$ cat src/rtl/cbus_line_master.sv
// cbus_line_master: turns a whole-cache-line request into one CBus INCR burst
// of LINE_WORDS 64-bit beats. It handles refills (reads) and writebacks (writes).
//
// Ports
//   clk, reset        : single clock; asynchronous active-low reset
//   creq_*            : line request from the cache (valid/ready handshake)
//   cresp_valid       : one-cycle completion pulse
//   cresp_err         : qualifies cresp_valid, 1 = watchdog abort
//   cresp_rline       : refill data, held until the next accepted request
//   oreq / oresp      : CBus request / response (cbus_pkg types)
//
// Build option
//   CBUS_LINE_MASTER_TIMEOUT_EN : enables a burst watchdog of TIMEOUT_CYCLES.
//   When it is not defined, cresp_err is tied low and a burst waits forever.

package cbus_pkg;
    typedef enum logic [1:0] {
        AXI_BURST_FIXED = 2'd0,
        AXI_BURST_INCR  = 2'd1,
        AXI_BURST_WRAP  = 2'd2
    } axi_burst_t;

    typedef enum logic [2:0] {
        MSIZE1 = 3'd0,
        MSIZE2 = 3'd1,
        MSIZE4 = 3'd2,
        MSIZE8 = 3'd3
    } msize_t;

    typedef struct packed {
        logic        valid;
        logic        is_write;
        logic [63:0] addr;
        logic [7:0]  len;
        msize_t      size;
        axi_burst_t  burst;
        logic [63:0] data;
        logic [7:0]  strobe;
    } cbus_req_t;

    typedef struct packed {
        logic        ready;
        logic        last;
        logic [63:0] data;
    } cbus_resp_t;
endpackage

module cbus_line_master
    import cbus_pkg::*;
#(
    parameter int unsigned LINE_WORDS     = 4,
    parameter int unsigned TIMEOUT_CYCLES = 1024
) (
    input  logic                     clk,
    input  logic                     reset,
    input  logic                     creq_valid,
    output logic                     creq_ready,
    input  logic                     creq_write,
    input  logic [63:0]              creq_addr,
    input  logic [LINE_WORDS*64-1:0] creq_wline,
    output logic                     cresp_valid,
    output logic [LINE_WORDS*64-1:0] cresp_rline,
    output logic                     cresp_err,
    output cbus_req_t                oreq,
    input  cbus_resp_t               oresp
);
    localparam int unsigned       OFS_W     = $clog2(LINE_WORDS) + 3;
    localparam int unsigned       BEAT_W    = $clog2(LINE_WORDS) + 1;
    localparam logic [BEAT_W-1:0] BEAT_END  = BEAT_W'(LINE_WORDS);
    localparam logic [BEAT_W-1:0] BEAT_LAST = BEAT_W'(LINE_WORDS - 1);

    typedef enum logic [1:0] {IDLE, BURST, DONE} state_t;

    state_t                  state_q, state_d;
    logic [63:0]             addr_q;
    logic                    write_q;
    logic [LINE_WORDS*64-1:0] wline_q;
    logic [LINE_WORDS*64-1:0] rline_q;
    logic [BEAT_W-1:0]       beat_q;
    logic [BEAT_W-1:0]       widx;
    logic [63:0]             wdata;
    logic                    accept;
    logic                    beat_done;
    logic                    timeout_hit;

    assign accept    = (state_q == IDLE) && creq_valid;
    assign beat_done = (state_q == BURST) && oresp.ready;

`ifdef CBUS_LINE_MASTER_TIMEOUT_EN
    localparam int unsigned WD_W = (TIMEOUT_CYCLES > 1) ? $clog2(TIMEOUT_CYCLES) : 1;

    logic [WD_W-1:0] wd_q;
    logic            err_q;

    // Fires on the idle cycle that would bring the count to TIMEOUT_CYCLES,
    // so DONE lands exactly TIMEOUT_CYCLES cycles after entering BURST.
    assign timeout_hit = (state_q == BURST) && !oresp.ready &&
                         (wd_q == WD_W'(TIMEOUT_CYCLES - 1));

    always_ff @(posedge clk or negedge reset) begin
        if (!reset) begin
            wd_q  <= '0;
            err_q <= 1'b0;
        end else begin
            if (accept || beat_done) begin
                wd_q <= '0;
            end else if (state_q == BURST) begin
                wd_q <= wd_q + WD_W'(1);
            end
            if (state_q == BURST) begin
                err_q <= timeout_hit;
            end
        end
    end

    assign cresp_err = (state_q == DONE) && err_q;
`else
    assign timeout_hit = 1'b0;
    assign cresp_err   = 1'b0;
`endif

    // State register
    always_ff @(posedge clk or negedge reset) begin
        if (!reset) begin
            state_q <= IDLE;
        end else begin
            state_q <= state_d;
        end
    end

    // Next-state logic
    always_comb begin
        state_d = state_q;
        case (state_q)
            IDLE:    if (creq_valid) state_d = BURST;
            BURST:   if ((oresp.ready && oresp.last) || timeout_hit) state_d = DONE;
            DONE:    state_d = IDLE;
            default: state_d = IDLE;
        endcase
    end

    // Request latch, beat counter and refill buffer
    always_ff @(posedge clk or negedge reset) begin
        if (!reset) begin
            addr_q  <= '0;
            write_q <= 1'b0;
            wline_q <= '0;
            rline_q <= '0;
            beat_q  <= '0;
        end else if (accept) begin
            addr_q  <= {creq_addr[63:OFS_W], {OFS_W{1'b0}}};
            write_q <= creq_write;
            wline_q <= creq_wline;
            beat_q  <= '0;
        end else if (beat_done && (beat_q != BEAT_END)) begin
            // Beats past the end of the line are dropped; the counter saturates.
            if (!write_q) begin
                for (int unsigned i = 0; i < LINE_WORDS; i++) begin
                    if (beat_q == BEAT_W'(i)) begin
                        rline_q[i*64 +: 64] <= oresp.data;
                    end
                end
            end
            beat_q <= beat_q + BEAT_W'(1);
        end
    end

    assign widx        = (beat_q == BEAT_END) ? BEAT_LAST : beat_q;
    assign cresp_rline = rline_q;

    // Output logic
    always_comb begin
        wdata = '0;
        for (int unsigned i = 0; i < LINE_WORDS; i++) begin
            if (widx == BEAT_W'(i)) begin
                wdata = wline_q[i*64 +: 64];
            end
        end

        oreq        = '0;
        creq_ready  = (state_q == IDLE);
        cresp_valid = (state_q == DONE);

        if (state_q == BURST) begin
            oreq.valid    = 1'b1;
            oreq.is_write = write_q;
            oreq.addr     = addr_q;
            oreq.len      = 8'(LINE_WORDS - 1);
            oreq.size     = MSIZE8;
            oreq.burst    = AXI_BURST_INCR;
            if (write_q) begin
                oreq.data   = wdata;
                oreq.strobe = 8'hFF;
            end
        end
    end
endmodule

$ cat config.mk
export PLATFORM = sky130hd
export DESIGN_NAME = cbus_line_master
export DESIGN_NICKNAME = d
export VERILOG_FILES = /design/src/rtl/cbus_line_master.sv
export SDC_FILE = /design/constraint.sdc
export NUM_CORES = 1
export LEC_CHECK = 0
export CORE_AREA = 2 2 309 311
export CTS_BUF_LIST = sky130_fd_sc_hd__clkbuf_16
export CTS_CLUSTER_DIAMETER = 40
export CTS_CLUSTER_SIZE = 25
export DETAILED_ROUTE_END_ITERATION = 10
export DIE_AREA = 0 0 311 313
export PLACE_DENSITY = 0.59
export SLEW_MARGIN = 10
export SYNTH_ARGS = -nofsm -noshare
export SYNTH_HDL_FRONTEND = slang
export SYNTH_SLANG_ARGS = --single-unit
$ cat constraint.sdc
create_clock -name clk -period 3.5 [get_ports clk]
set_clock_uncertainty 0.1 [all_clocks]
set_input_delay 0.875 -clock clk [delete_from_list [all_inputs] [get_ports clk]]
set_output_delay 0.875 -clock clk [all_outputs]
set_load 0.02 [all_outputs]
Word-level counts from Yosys, hierarchy flattened
Index checks and enable logic that the tools add are counted.
W data, S select, Z words.
{ "word_totals": {"input_bits": 390, "regBits": 577, "elab_cells": 49} }
{ "op_classes": {"n_eq_ne": 12, "muxes": 12, "reduce_logical": 13, "n_addsub": 1, "bitwise_logic": 2} }
{ "ops": {"columns": ["operator", "count"], "rows": [
  ["$mux W64", 4],
  ["$mux W151", 1],
  ["$mux W72", 1],
  ["$reduce_and A4 Y1", 4],
  ["$eq A3 B2 Y1 const B", 4],
  ["$mux W3", 3],
  ["$eq A3 B1 Y1 const B", 2],
  ["$logic_not A3 Y1", 2],
  ["$logic_and A1 B1 Y1", 4],
  ["$mux W2", 2],
  ["$pmux W2 S2", 1],
  ["$add A3 B1 Y3 const B", 1],
  ["$eq A3 B3 Y1 const B", 1],
  ["$ne A3 B3 Y1 const B", 1],
  ["$eq A2 B1 Y1 const B", 1],
  ["$eq A2 B2 Y1 const B", 1],
  ["$logic_not A2 Y1", 1],
  ["$ne A2 B1 Y1 const B", 1],
  ["$ne A2 B2 Y1 const B", 1],
  ["$not A1 Y1", 2],
  ["$reduce_and A2 Y1", 1],
  ["$reduce_bool A2 Y1", 1]
]} }

Depth between registers and ports, before layout
{ "depth": {"ltp_word": 9, "ltp_mapped": 10} }

Worst setup path after synthesis
OpenSTA, ideal clock, no wires.
{ "synth_path": {"kind": "register -> output", "from": "register beat_q[1]", "to": "output port oreq[12] (netlist name)", "n_path_buf": 4, "arrival_time_ns": 2.546, "path_slack_ns": -0.021, "t_required_ns": 2.525, "path_stages_with_launch": 10, "cell_sequence": "dfrtp_1 > buf_2 > buf_1 > inv_1 > ha_1 > nand2_1 > clkbuf_1 > clkbuf_1 > a21oi_1 > a311oi_1"} }
{ "synth_lines": {"columns": ["item", "line_no", "source"], "rows": [
  ["start, declared", "79", "logic [BEAT_W-1:0] beat_q;"],
  ["start signal, assigned", "164", "beat_q <= beat_q + BEAT_W'(1);"],
  ["end, declared", "64", "output cbus_req_t oreq,"]
]} }

==> flow_metrics.tcl <==
set metrics [dict create \
    status "finished, violations left" \
    violations "negative setup slack" \
    grt_util_met1_pct 23.9 \
    ios 800 \
    multi_input_area_um2 11900 \
    grt_max_degree 76 \
    ant_nets 0 \
    grtUsageMet2_pct 32.5 \
    synth_flop_cell "dfrtp_1" \
    gr-total-overflow 0 \
    dp_cells 3780 \
    gp_congestion 0.864 \
    critPathCaptureType "primary output" \
    powerDensity_nw_per_um2 987 \
    syn_area_um2 25700 \
    utilization_pct 44.2 \
    fin_ws_ns -0.210 \
    use_met3_pct 6.85 \
    synthTopCellsByCount "dfrtp_1 (577), mux2_2 (459), mux2_1 (66)" \
    crit_fanout 7 \
    drv_slew 0 \
    synth_edf_count 0 \
    die_w_um 311 \
    coreArea_um2 94200 \
    ys_warn_count 0 \
    worst_path_largest_cell_delay_ns 0.50 \
    worstMarginPinSlew_ns 0.652 \
    drt-total-wl_um 97100 \
    maxCapViolCount 0 \
    wl_per_cell_um 23.9 \
    setup_viol 64 \
    regArea_um2 14500 \
    layout-drive-gt1-share_pct 40.7 \
    h-tree-depth 3 \
    synth_area_leader_cell "dfrtp_1" \
    synth.avg_cell_area_um2 14.2 \
    grt_pass1_vias 20900 \
    layout.cells.non_filler 4064 \
    grt_pass1_wl_um 143000 \
    async_flop_share_pct 100 \
    firstDrtPassIters 4 \
    drc 0 \
    worst-r2r-setup-slack_ns 0.79 \
    grt_use_total_pct 19.5 \
    die_h_um 313 \
    hold_viol 0 \
    timing.fmax_ghz 0.270 \
    clk_pin_slew_ns 0.05 \
    vias_per_cell 4.76 \
    port_buffers 780 \
    syn_inst 1817 \
    layout_min_cycle_time_ns 3.71 \
    clock_sinks 577 \
    startpoint_type "register" \
    clk_latency_ns 0.66 \
    yosys_register_bits 577 \
    netlist_top_cells_area "dfrtp_1 (56%), mux2_2 (20%), mux2_1 (2.9%)" \
    synthMuxAreaShare_pct 25.8 \
    synthAdderAreaFrac_pct 0.243 \
    r2r_start "beat_q[0]$_DFFE_PN0P_" \
    fill_cells 8541 \
    dieArea_um2 97300 \
    root_buffer "clkbuf_16" \
    criticalPathCategory "register to primary output" \
    yosysTopAreaCellShare_pct 56.1 \
    dp_hpwl_um 66000 \
    seq_area_frac_synth_pct 56.1 \
    cts-buffers-inserted 99 \
    irDropWorstVdd_uv 444 \
    r2r-end "cresp_rline[241]$_DFFE_PN0P_" \
    num_vias 19300 \
    relSlewSlack_pct 56.5 \
    synth_top_family_by_area "multiplexers" \
    reg2reg_depth 8 \
    finalPower_w 0.0411 \
    finalCritPeriodShare_pct 106 \
    synth-simple-area-share_pct 7.13 \
    arrival_ns 2.74 \
    synth_compound_area_share_pct 5.68 \
    area_growth_pct 61.6 \
    crit_required_ns 2.52 \
    critPathSlowestCell "dfrtp_4" \
    cpMostUsedCell "buf_12" \
    ys_types 32 \
    antenna_found_initial 22 \
    rows 113 \
    cts_max_path_buffers 3 \
    p_leak_nw 17.8 \
    initialDrtViolationCount 998 \
    hp-class "input port to async pin" \
    path_cells "buf_12 > buf_16 > nand3b_1 > buf_6 > buf_12 > buf_12 > buf_8 > buf_6 > a21oi_2 > a311oi_2 > buf_4" \
    start_util_pct 27.3 \
    synth-xor-area-share_pct 0 \
    rsz0062_at_grt "true" \
    layout.nets 3101 \
    setup_total_negative_slack_ns -6.98 \
    ctsHoldBuffers 0 \
    tritoncts "built" \
    post-synth-top-count-cell "dfrtp_1" \
    grt_busiest_layer "met2" \
]
cells in the final DEF, fill, tap and decap left out, types with 29 or more instances in the layout:
cell type	count
nand2b_1	50
dlygate4sd2_1	33
buf_4	128
nand3_1	53
mux2_1	66
and2_1	59
mux2_2	459
buf_6	36
clkbuf_16	102
a21oi_1	46
mux2_4	47
dlymetal6s2s_1	29
a311oi_2	58
clkdlybuf4s50_1	653
buf_12	55
dfrtp_1	574
cells by family after synthesis:
logic type / Yosys count
AO/OA/AOI/OAI: 194
adder cells (fa/ha/maj): 5
buffers and inverters: 192
flip-flops: 577
multiplexers: 574
other: 1
AND/OR/NAND/NOR: 274
how the worst max path moves through the flow:
| stage | from | to | slack [ns] | cells after the start |
|---|---|---|---|---|
| final | beat_q[0]$_DFFE_PN0P_ | oreq[46] | -0.21 | 11 |
| after global routing | beat_q[0]$_DFFE_PN0P_ | oreq[46] | -0.34 | 11 |
| after CTS | beat_q[0]$_DFFE_PN0P_ | oreq[41] | -0.33 | 6 |
| after detailed placement | beat_q[0]$_DFFE_PN0P_ | oreq[48] | -0.06 | 7 |
| after global placement | beat_q[0]$_DFFE_PN0P_ | oreq[48] | -0.11 | 7 |
| after floorplan | beat_q[1]$_DFFE_PN0P_ | oreq[71] | 0.02 | 9 |
routing by layer:
layer,share of wire (%),up-vias,wire (µm)
li1,-,8491,-
met1,41,9970,40000
met2,48,707,47000
met3,8.1,160,7830
met4,2.3,16,2190
met5,0.11,-,109
report_power, final:
part	switching [W]	internal, W	leakage [nW]
Combinational	0.00937	0.0102	9.13
Clock	0.00357	0.00609	1.68
Sequential	0.00193	0.00991	7.00
critical path, delay by kind of cell (launching register included):
family                 cells  cell delay (ns)
AOI/OAI and AO/OA          2             0.30
and+or+nand+nor            1             0.12
DFF                        1             0.50
buffers and inverters      8             1.15
state kept, by name, summed over array words and instances (netlist names):
signal       flops
state_q          2
cresp_rline    256
beat_q           3
wline_q        256
addr_q          59
write_q          1
stage by stage:
stage	setup slack, ns	instance area [µm²]	hold slack [ns]
CTS	-0.327	40800	0.0733
detailed placement	-0.0555	35500	0.373
finish	-0.210	41600	0.0795
floorplan	0.0211	26200	0.355
global placement	-0.110	35500	0.364
global route	-0.340	41600	0.0827
cell type report:
type | instances | share of cell area (%)
Tap cell | 1265 | 3.80
Timing Repair Buffer | 961 | 24.8
Antenna cell | 6 | 0.0361
Clock inverter | 86 | 1.94
Inverter | 5 | 0.0842
Clock buffer | 102 | 6.13
Sequential cell | 577 | 34.7
Multi-Input combinational cell | 1062 | 28.5
what timing repair did:
action,4_1_cts,5_1_grt
pin swaps,54,64
resized for setup,442,149
buffers inserted,63,15
endpoints found under the setup margin,138,93
gates cloned,18,0
Power figures use the tool's default switching activity.
==> variant 1, RTL diff (same flow settings) <==
Set the parameter `LINE_WORDS` to 2 (it was 4).
--- a/src/rtl/cbus_line_master.sv
+++ b/src/rtl/cbus_line_master.sv
@@ -48,7 +48,7 @@
 module cbus_line_master
     import cbus_pkg::*;
 #(
-    parameter int unsigned LINE_WORDS     = 4,
+    parameter int unsigned LINE_WORDS     = 2,
     parameter int unsigned TIMEOUT_CYCLES = 1024
 ) (
     input  logic                     clk,
Interface: changed (resized creq_wline and cresp_rline); port bits go from 800 to 544. The function was not compared with the original's and may differ.
==> variant 1 against the unedited design <==
Synthesized area decreased by 45%; sequential cell count shrank 256; final area down 45%; register-to-register slack better by 0.42 ns; critical path type unchanged; total power decreased by 43%; worst setup slack better by 0.34 ns; routed wire length fell by 51%.
==> variant 1: results (changes against the unedited design) <==
- The slew at the pin closest to its max-slew limit is 0.631 ns (-0.0211 ns).
- The global routing met3 resource utilization is 0.0443 (-0.0242).
- The final-layout fill cell count came to 9,945 (+16%).
- The static leakage is 9.82 nW (-45%).
- The final net count was 1,757 (-43%).
- By count the netlist is led by dfrtp_1, mux2_2, mux2_4, nor2_1, a22oi_1.
- The cell area after placement was 20,700 um^2 (-42%).
- The detailed-placement wirelength estimate is 33.8 mm (-49%).
- The inverter count of the layout excluding clock inverters was 3 (-2).
- The internal power consumption is 15.2 mW (-42%).
- The fraction of the mapped netlist area in compound gates is 0.0346 (-0.0221).
- The final instance count without filler cells came to 2,808 (-31%).
- Yosys attributes the largest share of cell area to dfrtp_1, mux2_2, mux2_4.
- The number of clock buffers inserted by TritonCTS was 66 (-33%).
- The flow ran to the end, and the final reports show no timing, DRC or antenna violations.
- The number of cells in the design after placement was 2,682 (-29%).
- The share of cells above drive strength 1 is 0.331 (-0.0759).
- The count of distinct cell types in the synthesized netlist is 24 (-25%).
- The wire length reported by the detailed router is 47.6 mm (-51%).
- The number of violations reported at the end of detailed-routing iteration 0 came to 371 (-63%).
- The count of input and output buffers was 525 (-33%).
- The arithmetic-cell share of the synthesized area counting full adders, half adders and majority gates is 0.00267 (+0.000236).
- The via count of the routed design was 9,881 (-49%).
- The multi-input logic cell count is 538 (-49%).
- The maximum fanout encountered on the critical timing path is 59 (+52).
- The met1 global-route usage is 0.109 (-0.130).
- The maximum number of pins on one net before global-route repair is 70 (-7.9%).
- The fraction of area in registers is 0.353 (+0.00545).
- The combinational-cell power consumption was 10.7 mW (-45%).
[variant 1: cell types whose count changed in the layout (fill, tap and decap cells not counted), sizes merged, moves of 65 or more]
cell / before / now
clkdlybuf4s50: 653 / 439
buf: 242 / 40
dfrtp: 577 / 321
nand3: 67 / 0
mux2: 572 / 317
nor2: 1 / 67
nand2b: 65 / 0
[variant 1: stage by stage]
stage	worst slack, ns	power (mW)	hold WS, ns	TNS (ns)	utilization
global route	-0.0296	24.8	0.206	-0.0296	0.242
global placement	0.281	17.3	0.381	0	0.219
detailed placement	0.275	17.5	0.387	0	0.219
floorplan	0.825	12.7	0.372	0	-
CTS	-0.0287	23.9	0.160	-0.233	0.243
finish	0.130	23.5	0.166	0	0.242
[variant 1: final timing paths]
| kind | slack [ns] | from | depth (start not counted) | to |
|---|---|---|---|---|
| worst min register to register | 0.39 | addr_q[52] | 1 | addr_q[52] |
| worst min-delay path | 0.17 | reset | 1 | wline_q[17] |
| max in group asynchronous | 2.24 | reset | 2 | wline_q[93] |
| min in group clk | 0.39 | addr_q[52] | 1 | addr_q[52] |
| worst max register to register | 1.21 | beat_q[0] | 6 | cresp_rline[39] |
| worst max-delay path | 0.13 | beat_q[0] | 6 | oreq[62] |
[variant 1: kinds of logic after synthesis]
family | Yosys count
flops | 321
fa+ha+maj | 3
simple gates | 137
mux | 318
compound gates | 65
xor+xnor | 1
buf+inv | 93
other cells | 1
[variant 1: critical path, stage by stage (launching register included)]
cell and delay (ns):
dfrtp_1 0.41, inv_2 0.08, ha_4 0.31, buf_16 0.26, a22oi_1 0.21, nor2_1 0.13, dlygate4sd2_1 0.35
[variant 1: timing repair]
action,4_1_cts,5_1_grt
gates resized for setup,121,64
gates cloned,2,1
pin swaps,1,0
setup buffers,1,3
endpoints found under the setup margin,76,75
==> variant 2, RTL diff (same flow settings) <==
Without the edit above. The option `CBUS_LINE_MASTER_TIMEOUT_EN` is turned on by a define.
--- a/src/rtl/cbus_line_master.sv
+++ b/src/rtl/cbus_line_master.sv
@@ -12,6 +12,8 @@
 // Build option
 //   CBUS_LINE_MASTER_TIMEOUT_EN : enables a burst watchdog of TIMEOUT_CYCLES.
 //   When it is not defined, cresp_err is tied low and a burst waits forever.
+
+`define CBUS_LINE_MASTER_TIMEOUT_EN
 
 package cbus_pkg;
     typedef enum logic [1:0] {
Function: not settled (the Yosys comparison gave no result); the edit may change what the design does.
==> variant 2 against the unedited design <==
Worst setup slack improved by 0.30 ns; total power down 5.2%; synthesized area shrank 2.8%; sequential share of layout area up 3.5 points; final area shrank 7.5%; register-to-register slack worse by 0.13 ns; worst hold slack lost 0.023 ns; routed wire length down 14%; sequential cell count rose by 11; critical path type unchanged; critical endpoint is now oreq[45]; largest cell class unchanged; highest routed layer unchanged.
==> variant 2: results (changes against the unedited design) <==
- The flow ran to the end, and the final reports show no timing, DRC or antenna violations.
- The maximum resistive drop on vdd is 0.000562 V (+27%).
- The capture instance of the worst register-to-register path is cresp_rline[201].
- The worst setup slack for register-to-register paths is 0.66 ns (-0.13 ns).
- The all-layer global routing usage is 0.167 (-0.0287).
- The number of cells in the design after placement came to 3,753 (-0.71%).
- The worst hold-check slack is 0.0563 ns (-0.0232 ns).
- The number of clock buffers inserted by TritonCTS is 103 (+4.0%).
- The wire length reported by the detailed router came to 83.8 mm (-14%).
- The global-route wire length before repair is 123 mm (-14%).
- The fraction of registers with async set/reset is 1.00 (unchanged).
- Ranked by instance count, the synthesized netlist is headed by dfrtp_1, mux2_2, o21ai_0, inv_1, nand2_1.
- The worst endpoint data arrival time is 2.44 ns (-0.30 ns).
- The average wire per standard cell was 21.0 um (-12%).
- The iteration count of the initial detailed-routing pass came to 5 (+1).
- The routed via count divided by cell count is 4.47 (-6.0%).
- The detailed-placement wirelength estimate came to 58.2 mm (-12%).
- The slew at the pin closest to its max-slew limit is 0.798 ns (+0.147 ns).
- The initial antenna violation count is 25 (+14%).
- The worst-case setup slack after placement is 0.0717 ns (+0.127 ns).
- The final net count was 3,011 (-2.9%).
- The static leakage was 17.5 nW (-1.6%).
- The count of mapped cells out of synthesis is 1,769 (-2.6%).
- The maximum number of pins on one net before global-route repair is 133 (+75%).
- The number of cells on the worst reg-to-reg path was 7 (-1).
## variant 2: final cells by class
type,instances,area (um^2)
Multi-Input combinational cell,983,9380
Clock buffer,103,2580
Antenna cell,14,35.0
Timing Repair Buffer,869,8820
Tap cell,1265,1580
Sequential cell,588,14700
Fill cell,8863,55700
Clock inverter,87,1100
Inverter,70,265
## variant 2: where the power goes
part	switching (mW)	internal [mW]	leakage (nW)
combinational	8.25	8.36	8.47
clock	3.59	7.00	1.82
sequential	1.68	10.1	7.23
## variant 2: worst max path at each step
stage              start       end  slack [ns]  cells after the start
2_1_floorplan  beat_q[0]  oreq[12]        0.09                      9
3_3_place_gp   beat_q[0]  oreq[15]         0.1                      5
3_5_place_dp   beat_q[0]  oreq[15]        0.07                      5
4_1_cts        beat_q[0]  oreq[45]     0.00007                      8
5_1_grt        beat_q[0]  oreq[45]       -0.01                      9
6_report       beat_q[0]  oreq[45]        0.09                      9
## variant 2: logic make-up after synthesis
group	share of synthesized area
AO/OA/AOI/OAI	0.0657
adder cells (fa/ha/maj)	0.00300
buffers and inverters	0.0431
flip-flops	0.588
multiplexers	0.264
other	0.000150
AND/OR/NAND/NOR	0.0361
## variant 2: what timing repair did
item,4_1_cts,5_1_grt
pin swaps,3,4
gates resized for setup,339,45
setup endpoints to repair,138,46
setup buffers,13,1
cloned,7,2
## variant 2: critical path, delay by kind of cell (launching register included)
kind,cells,cell delay [ns]
buf+inv,5,0.69
flops,1,0.49
compound gates,2,0.29
fa+ha+maj,1,0.15
simple gates,1,0.15
## variant 2: layer usage
metal,vias to the layer above,global-route usage,part of all wire
li1,7971,-,-
met1,8975,0.184,0.38
met2,680,0.288,0.51
met3,157,0.0583,0.078
met4,16,0.0765,0.029
met5,-,0,0.0014
